$ cat src/rtl/seg_display_ctrl_if.sv
// CPU IO bus toward the seven-segment display controller.
// Latency: none (wires only).
// Backpressure: none; the bus is strobe-based with no stall.
interface seg_display_ctrl_if;
    logic        seg_ctrl;
    logic        io_write;
    logic        io_read;
    logic [3:0]  addr;
    logic [31:0] wdata;
    logic [31:0] rdata;

    // CPU side drives strobes and data, receives readback
    modport master (
        output seg_ctrl, io_write, io_read, addr, wdata,
        input  rdata
    );

    // Display controller side
    modport slave (
        input  seg_ctrl, io_write, io_read, addr, wdata,
        output rdata
    );
endinterface

$ cat src/rtl/seg_display_ctrl.sv
// Multiplexed 8-digit seven-segment display with CPU-visible DATA/CTRL registers.
// Latency: register writes reach seg_an/seg_out one cycle after the write edge; rdata one cycle after the read edge.
// Backpressure: none; every access completes on the edge it is presented.
module seg_display_ctrl #(
    parameter int unsigned SCAN_DIV = 100000
) (
    input  logic                  clk,
    input  logic                  rst,
    seg_display_ctrl_if.slave     bus,
    output logic [7:0]            seg_an,
    output logic [7:0]            seg_out
);
    localparam int CNT_W = (SCAN_DIV > 1) ? $clog2(SCAN_DIV) : 1;
    localparam logic [CNT_W-1:0] CNT_MAX = CNT_W'(SCAN_DIV - 1);

    logic [31:0]      data_q,    data_d;
    logic [7:0]       ctrl_en_q, ctrl_en_d;
    logic [7:0]       dp_q,      dp_d;
    logic [CNT_W-1:0] div_cnt_q, div_cnt_d;
    logic [2:0]       idx_q,     idx_d;
    logic [31:0]      rdata_q,   rdata_d;
    logic [7:0]       seg_an_q,  seg_an_d;
    logic [7:0]       seg_out_q, seg_out_d;

    logic             wr_en;
    logic             rd_en;
    logic             wrap;
    logic [3:0]       nib;
    logic             dig_en;

    // Only addr[2] selects a register; the remaining bits are don't-care.
    logic unused_addr;
    assign unused_addr = ^{bus.addr[3], bus.addr[1:0]};

    function automatic logic [6:0] seg_decode(input logic [3:0] n);
        case (n)
            4'h0: seg_decode = 7'h40;
            4'h1: seg_decode = 7'h79;
            4'h2: seg_decode = 7'h24;
            4'h3: seg_decode = 7'h30;
            4'h4: seg_decode = 7'h19;
            4'h5: seg_decode = 7'h12;
            4'h6: seg_decode = 7'h02;
            4'h7: seg_decode = 7'h78;
            4'h8: seg_decode = 7'h00;
            4'h9: seg_decode = 7'h10;
            4'hA: seg_decode = 7'h08;
            4'hB: seg_decode = 7'h03;
            4'hC: seg_decode = 7'h46;
            4'hD: seg_decode = 7'h21;
            4'hE: seg_decode = 7'h06;
            default: seg_decode = 7'h0E;
        endcase
    endfunction

    // Register file: write updates, readback returns the pre-write value
    always_comb begin
        wr_en     = bus.seg_ctrl & bus.io_write;
        rd_en     = bus.seg_ctrl & bus.io_read;
        data_d    = data_q;
        ctrl_en_d = ctrl_en_q;
        dp_d      = dp_q;
        rdata_d   = 32'h0;
        if (wr_en) begin
            if (bus.addr[2]) begin
                ctrl_en_d = bus.wdata[7:0];
                dp_d      = bus.wdata[15:8];
            end else begin
                data_d    = bus.wdata;
            end
        end
        if (rd_en) begin
            rdata_d = bus.addr[2] ? {16'h0, dp_q, ctrl_en_q} : data_q;
        end
    end

    // Scan prescaler and digit index
    always_comb begin
        wrap      = (div_cnt_q == CNT_MAX);
        div_cnt_d = wrap ? '0 : div_cnt_q + 1'b1;
        idx_d     = wrap ? idx_q + 3'd1 : idx_q;
    end

    // Display drive, computed from the post-update index and registers so writes show next cycle
    always_comb begin
        nib       = data_d[{idx_d, 2'b00} +: 4];
        dig_en    = ctrl_en_d[idx_d];
        seg_an_d  = 8'hFF;
        seg_out_d = 8'hFF;
        if (dig_en) begin
            seg_an_d  = ~(8'h01 << idx_d);
            seg_out_d = {~dp_d[idx_d], seg_decode(nib)};
        end
    end

    // State registers with synchronous reset; reset discards any concurrent access
    always_ff @(posedge clk) begin
        if (rst) begin
            data_q    <= 32'h0;
            ctrl_en_q <= 8'hFF;
            dp_q      <= 8'h00;
            div_cnt_q <= '0;
            idx_q     <= 3'd0;
            rdata_q   <= 32'h0;
            seg_an_q  <= 8'hFF;
            seg_out_q <= 8'hFF;
        end else begin
            data_q    <= data_d;
            ctrl_en_q <= ctrl_en_d;
            dp_q      <= dp_d;
            div_cnt_q <= div_cnt_d;
            idx_q     <= idx_d;
            rdata_q   <= rdata_d;
            seg_an_q  <= seg_an_d;
            seg_out_q <= seg_out_d;
        end
    end

    assign bus.rdata = rdata_q;
    assign seg_an    = seg_an_q;
    assign seg_out   = seg_out_q;
endmodule

$ cat src/flat_wrapper.sv
// flat-port wrapper written by rule: the top's interface ports become plain ports
module seg_display_ctrl_flat 
#(
    parameter int unsigned SCAN_DIV = 100000
)
  (clk, rst, seg_an, seg_out, bus_seg_ctrl, bus_io_write, bus_io_read, bus_addr, bus_wdata, bus_rdata);
  seg_display_ctrl_if bus_i ();
  input  logic clk;
  input  logic rst;
  output logic [7:0] seg_an;
  output logic [7:0] seg_out;
  input wire logic [$bits(bus_i.seg_ctrl)-1:0] bus_seg_ctrl;
  input wire logic [$bits(bus_i.io_write)-1:0] bus_io_write;
  input wire logic [$bits(bus_i.io_read)-1:0] bus_io_read;
  input wire logic [$bits(bus_i.addr)-1:0] bus_addr;
  input wire logic [$bits(bus_i.wdata)-1:0] bus_wdata;
  output wire logic [$bits(bus_i.rdata)-1:0] bus_rdata;
  assign bus_i.seg_ctrl = bus_seg_ctrl;
  assign bus_i.io_write = bus_io_write;
  assign bus_i.io_read = bus_io_read;
  assign bus_i.addr = bus_addr;
  assign bus_i.wdata = bus_wdata;
  assign bus_rdata = bus_i.rdata;
  seg_display_ctrl #(.SCAN_DIV(SCAN_DIV)) u_core (.clk(clk), .rst(rst), .bus(bus_i), .seg_an(seg_an), .seg_out(seg_out));
endmodule
$ cat config.mk
export PLATFORM = sky130hd
export DESIGN_NAME = seg_display_ctrl_flat
export DESIGN_NICKNAME = d
export VERILOG_FILES = /design/src/rtl/seg_display_ctrl_if.sv /design/src/rtl/seg_display_ctrl.sv /design/src/flat_wrapper.sv
export SDC_FILE = /design/constraint.sdc
export NUM_CORES = 1
export LEC_CHECK = 0
export CAP_MARGIN = 20
export CORE_MARGIN = 2
export CORE_UTILIZATION = 53
export DETAILED_ROUTE_END_ITERATION = 6
export GPL_TIMING_DRIVEN = 0
export PLACE_DENSITY = 0.88
export RECOVER_POWER = 25
export SKIP_LAST_GASP = 1
export SLEW_MARGIN = 20
export SYNTH_ARGS = -nofsm -noshare
export SYNTH_HDL_FRONTEND = slang
export SYNTH_SLANG_ARGS = --single-unit
$ cat constraint.sdc
create_clock -name clk -period 4.35 [get_ports clk]
set_input_delay 0.6525 -clock clk [delete_from_list [all_inputs] [get_ports clk]]
set_output_delay 0.6525 -clock clk [all_outputs]
set_load 0.1 [all_outputs]
==> flow_summary.ini <==
[power]
p_per_area_mw_per_mm2 = 403.8
irDropWorstVdd_mv = 0.1999
clock_power_share_pct = 48.8
switching_share_pct = 24.83
seq_power_share_pct = 40.5
comb_power_share_pct = 10.7
intPower_mw = 2.054
p_sw_mw = 0.6784
power.leakage_nw = 2.738

[die]
io_pins = 89
core-area_mm2 = 0.009639
dieArea_mm2 = 0.01062
die_x_um = 103.1
rows = 36
die_h_um = 103.1
start_util_pct = 53.97

[run_status]
status = completed

[min_path]
hold_class = register to register
worstHoldPathCells = 1
min_to = u_core.bus.rdata[22]
hp-start = u_core.data_q[22]

[job]
maxCapViolCount = 0

[worst_setup_path]
crit_fanout = 10
ff2ff_setup_slack_ns = 0.68
critPathKind = primary input to register
endpoint_kind = register
r2r_end = u_core.seg_out[1]
crit_slowest_cell = clkdlybuf4s50_1
r2r_cells = 13
path_cells = clkdlybuf4s50_1, clkbuf_1, nand3b_1, buf_4, buf_4, mux2i_1, o22ai_1, o41a_1, a31o_1, inv_1, ha_1, inv_1, mux2i_1, a221o_1
cp-start-kind = primary input
cpPeakStageDelay_ns = 0.47
required_ns = 4.76
arrival_ns = 4.28
rr_startpoint = u_core.div_cnt_q[0]

[clock_tree]
cts.sinks = 116
cts_tree = built
clk_pin_slew_ns = 0.06
cts_buffers = 17
post-cts-setup-buffers = 0
clock_latency_ns = 0.53
cts_resized = 0
h-tree-depth = 4
clockBufferDepth = 2
hold_buffers = 0
root_buffer = clkbuf_8

[layout]
fillers = 719
fin_area_mm2 = 0.006768
multi_input_area_mm2 = 0.002670
drive_above_1_share_pct = 9.160
nNetsFinal = 693
area_delta_synth_final_pct = 30.09
seq_area_mm2 = 0.002322
diodes = 0
final_cells = 788

[global_routing]
grt_pass1_vias = 4482
grt_overflow = 0
grt_use_total_pct = 27.16
grt_pass1_wl_mm = 21.62
grt_start_max_net_pins = 17
antenna_found_initial = 0

[placed_design]
dpl.cell_count = 758
portBuffers = 85
gp_congestion = 0.9377
detailed_place.area_mm2 = 0.006220
post-dp-hpwl_mm = 9.849

[timing]
finalClockSkew_ns = 0.008019
rsz0062_at_grt = false
post-route-min-period_ns = 3.870
slew_headroom_pct = 33.66
timing.hold.ws_ns = 0.4575
tightest_slew_ns = 0.9920
hold_viol = 0
fmax_mhz = 258.4
setup_viol = 0
fin_crit_sh_pct = 88.96
final_max_slew_viol_count = 0
fin_tns_setup_ns = 0

[logic_synthesis]
synth_area_mm2 = 0.005202
synth_edf_count = 0
yosysUniqueCellTypes = 63
ys_seq_area_share_pct = 44.64
synth.avg_cell_area_um2 = 9.634
synth_warnings = 0
syn_nets = 589
async_flop_share_pct = 0
ys.flop_type = dfxtp_1
ys_ff_latch = 116
synthCells = 540

[drt]
firstDrtPassIters = 5
finalWirelength_mm = 13.92
drc = 0
dr_total_vias = 4511
vias_per_cell = 5.725
drtIter0Drc = 239
drt.antenna.violating_nets = 0
avgRoutedWirePerCell_um = 17.66
power groups by stage:
stage	Sequential, mW	Combinational (mW)	Clock [mW]
finish	1.11	0.293	1.33
CTS	1.11	0.291	1.34
detailed placement	1.13	0.287	0
global placement	1.13	0.281	0
floorplan	1.21	0.109	0
global route	1.11	0.308	1.39
metal layers:
layer  up-vias  part of all wire (%)  GRT usage, %
met5         -                     0             0
met4         0                   3.8         16.09
met3        44                   7.1         6.305
met2       209                    49         46.25
met1      2161                    40         31.03
li1       2097                     -             -
flip-flops by register name, indices dropped and copies added (netlist names):
signal,flops
u_core.seg_out,8
u_core.dp_q,8
u_core.bus.rdata,32
u_core.idx_q,3
u_core.div_cnt_q,17
u_core.data_q,32
u_core.seg_an,8
u_core.ctrl_en_q,8
cell families after synthesis:
group	Yosys count	share of synthesized area, %
AO/OA/AOI/OAI	69	9.620
XOR/XNOR	13	2.549
adder cells (fa/ha/maj)	8	1.924
buffers and inverters	39	3.920
flip-flops	116	44.64
multiplexers	81	16.64
AND/OR/NAND/NOR	214	20.71
stage by stage:
stage | power [mW] | setup slack (ns) | util (%)
final | 2.733 | 0.4804 | 70.21
after CTS | 2.740 | 0.7884 | 70.33
after global placement | 1.408 | 0.3345 | 64.52
after global routing | 2.810 | 0.2991 | 70.21
after detailed placement | 1.416 | 0.3018 | 64.52
after floorplan | 1.317 | 1.207 | -
worst max-delay path by stage:
stage	from	endpoint	slack (ns)
2_1_floorplan	bus_addr[2]	u_core.seg_out[1]	1.21
3_3_place_gp	bus_addr[2]	u_core.seg_out[1]	0.33
4_1_cts	u_core.div_cnt_q[0]	u_core.seg_out[1]	0.79
6_report	bus_addr[2]	u_core.seg_out[1]	0.48
5_1_grt	bus_addr[2]	u_core.seg_out[1]	0.30
3_5_place_dp	bus_addr[2]	u_core.seg_out[1]	0.30
cell usage after synthesis, types with 2 or more instances:
cell type    n  share of area [%]
nor4b_1      2               0.34
nand3_1      8               0.77
a21oi_1     18                1.7
a31oi_1      2               0.24
nand3b_1     4               0.58
ha_1         8                1.9
nor3_1      10               0.96
xor2_1      10                1.7
nor2b_1      2               0.24
o22ai_1      7               0.84
and2_1      19                2.3
nor4_1       2               0.24
a211oi_1     2               0.29
or3_1        7               0.84
mux2_2       4               0.87
o21ai_0     12                1.2
o221ai_1     4               0.67
o211ai_1     3               0.43
nand2b_1    14                1.7
buf_2        4               0.38
buf_6        4               0.87
mux4_2       2               0.87
nor2_1      77                5.6
nand2_1     46                3.3
mux2i_1     73                 14
o22a_1       2               0.34
xnor2_1      2               0.34
a221o_1      2               0.38
clkbuf_1    16                1.2
nand4_1      4               0.48
or2_2        4               0.48
buf_4        6               0.87
and4_1       3               0.51
a221oi_1     2               0.34
inv_1        7               0.51
mux2i_4      2               0.87
buf_1        2               0.14
nor3b_1      2               0.29
and3_1       3               0.36
dfxtp_1    116                 45
layout make-up:
| type | instances | share of cell area (%) |
|---|---|---|
| plain buffers | 32 | 2.551 |
| clock buffers | 19 | 6.230 |
| clock inverters | 11 | 2.034 |
| inverters | 7 | 0.3882 |
| multi-input cells | 385 | 39.45 |
| flip-flops and latches | 116 | 34.31 |
| well taps | 133 | 2.459 |
| repair buffers | 85 | 12.57 |
worst max-delay path, delay by kind of cell:
family / cells / cell delay (ns)
AO/OA/AOI/OAI: 4 / 1.25
AND/OR/NAND/NOR: 1 / 0.21
buffers and inverters: 6 / 1.61
multiplexers: 2 / 0.31
adder cells (fa/ha/maj): 1 / 0.24
cells in the final DEF, fill, tap and decap left out, types with 4 or more instances in the layout:
| cell | instances |
|---|---|
| a21oi_1 | 18 |
| and2_1 | 17 |
| buf_4 | 5 |
| buf_6 | 4 |
| clkbuf_1 | 20 |
| clkbuf_16 | 16 |
| clkdlybuf4s50_1 | 83 |
| clkinv_2 | 5 |
| dfxtp_1 | 116 |
| ha_1 | 8 |
| inv_1 | 7 |
| mux2_2 | 4 |
| mux2i_1 | 73 |
| nand2_1 | 46 |
| nand2b_1 | 14 |
| nand3_1 | 8 |
| nand3b_1 | 4 |
| nand4_1 | 5 |
| nor2_1 | 77 |
| nor3_1 | 10 |
| o21ai_0 | 12 |
| o221ai_1 | 4 |
| o22ai_1 | 7 |
| or2_2 | 4 |
| or3_1 | 7 |
| xor2_1 | 10 |
Note: power is estimated with default switching activity, not from simulation.
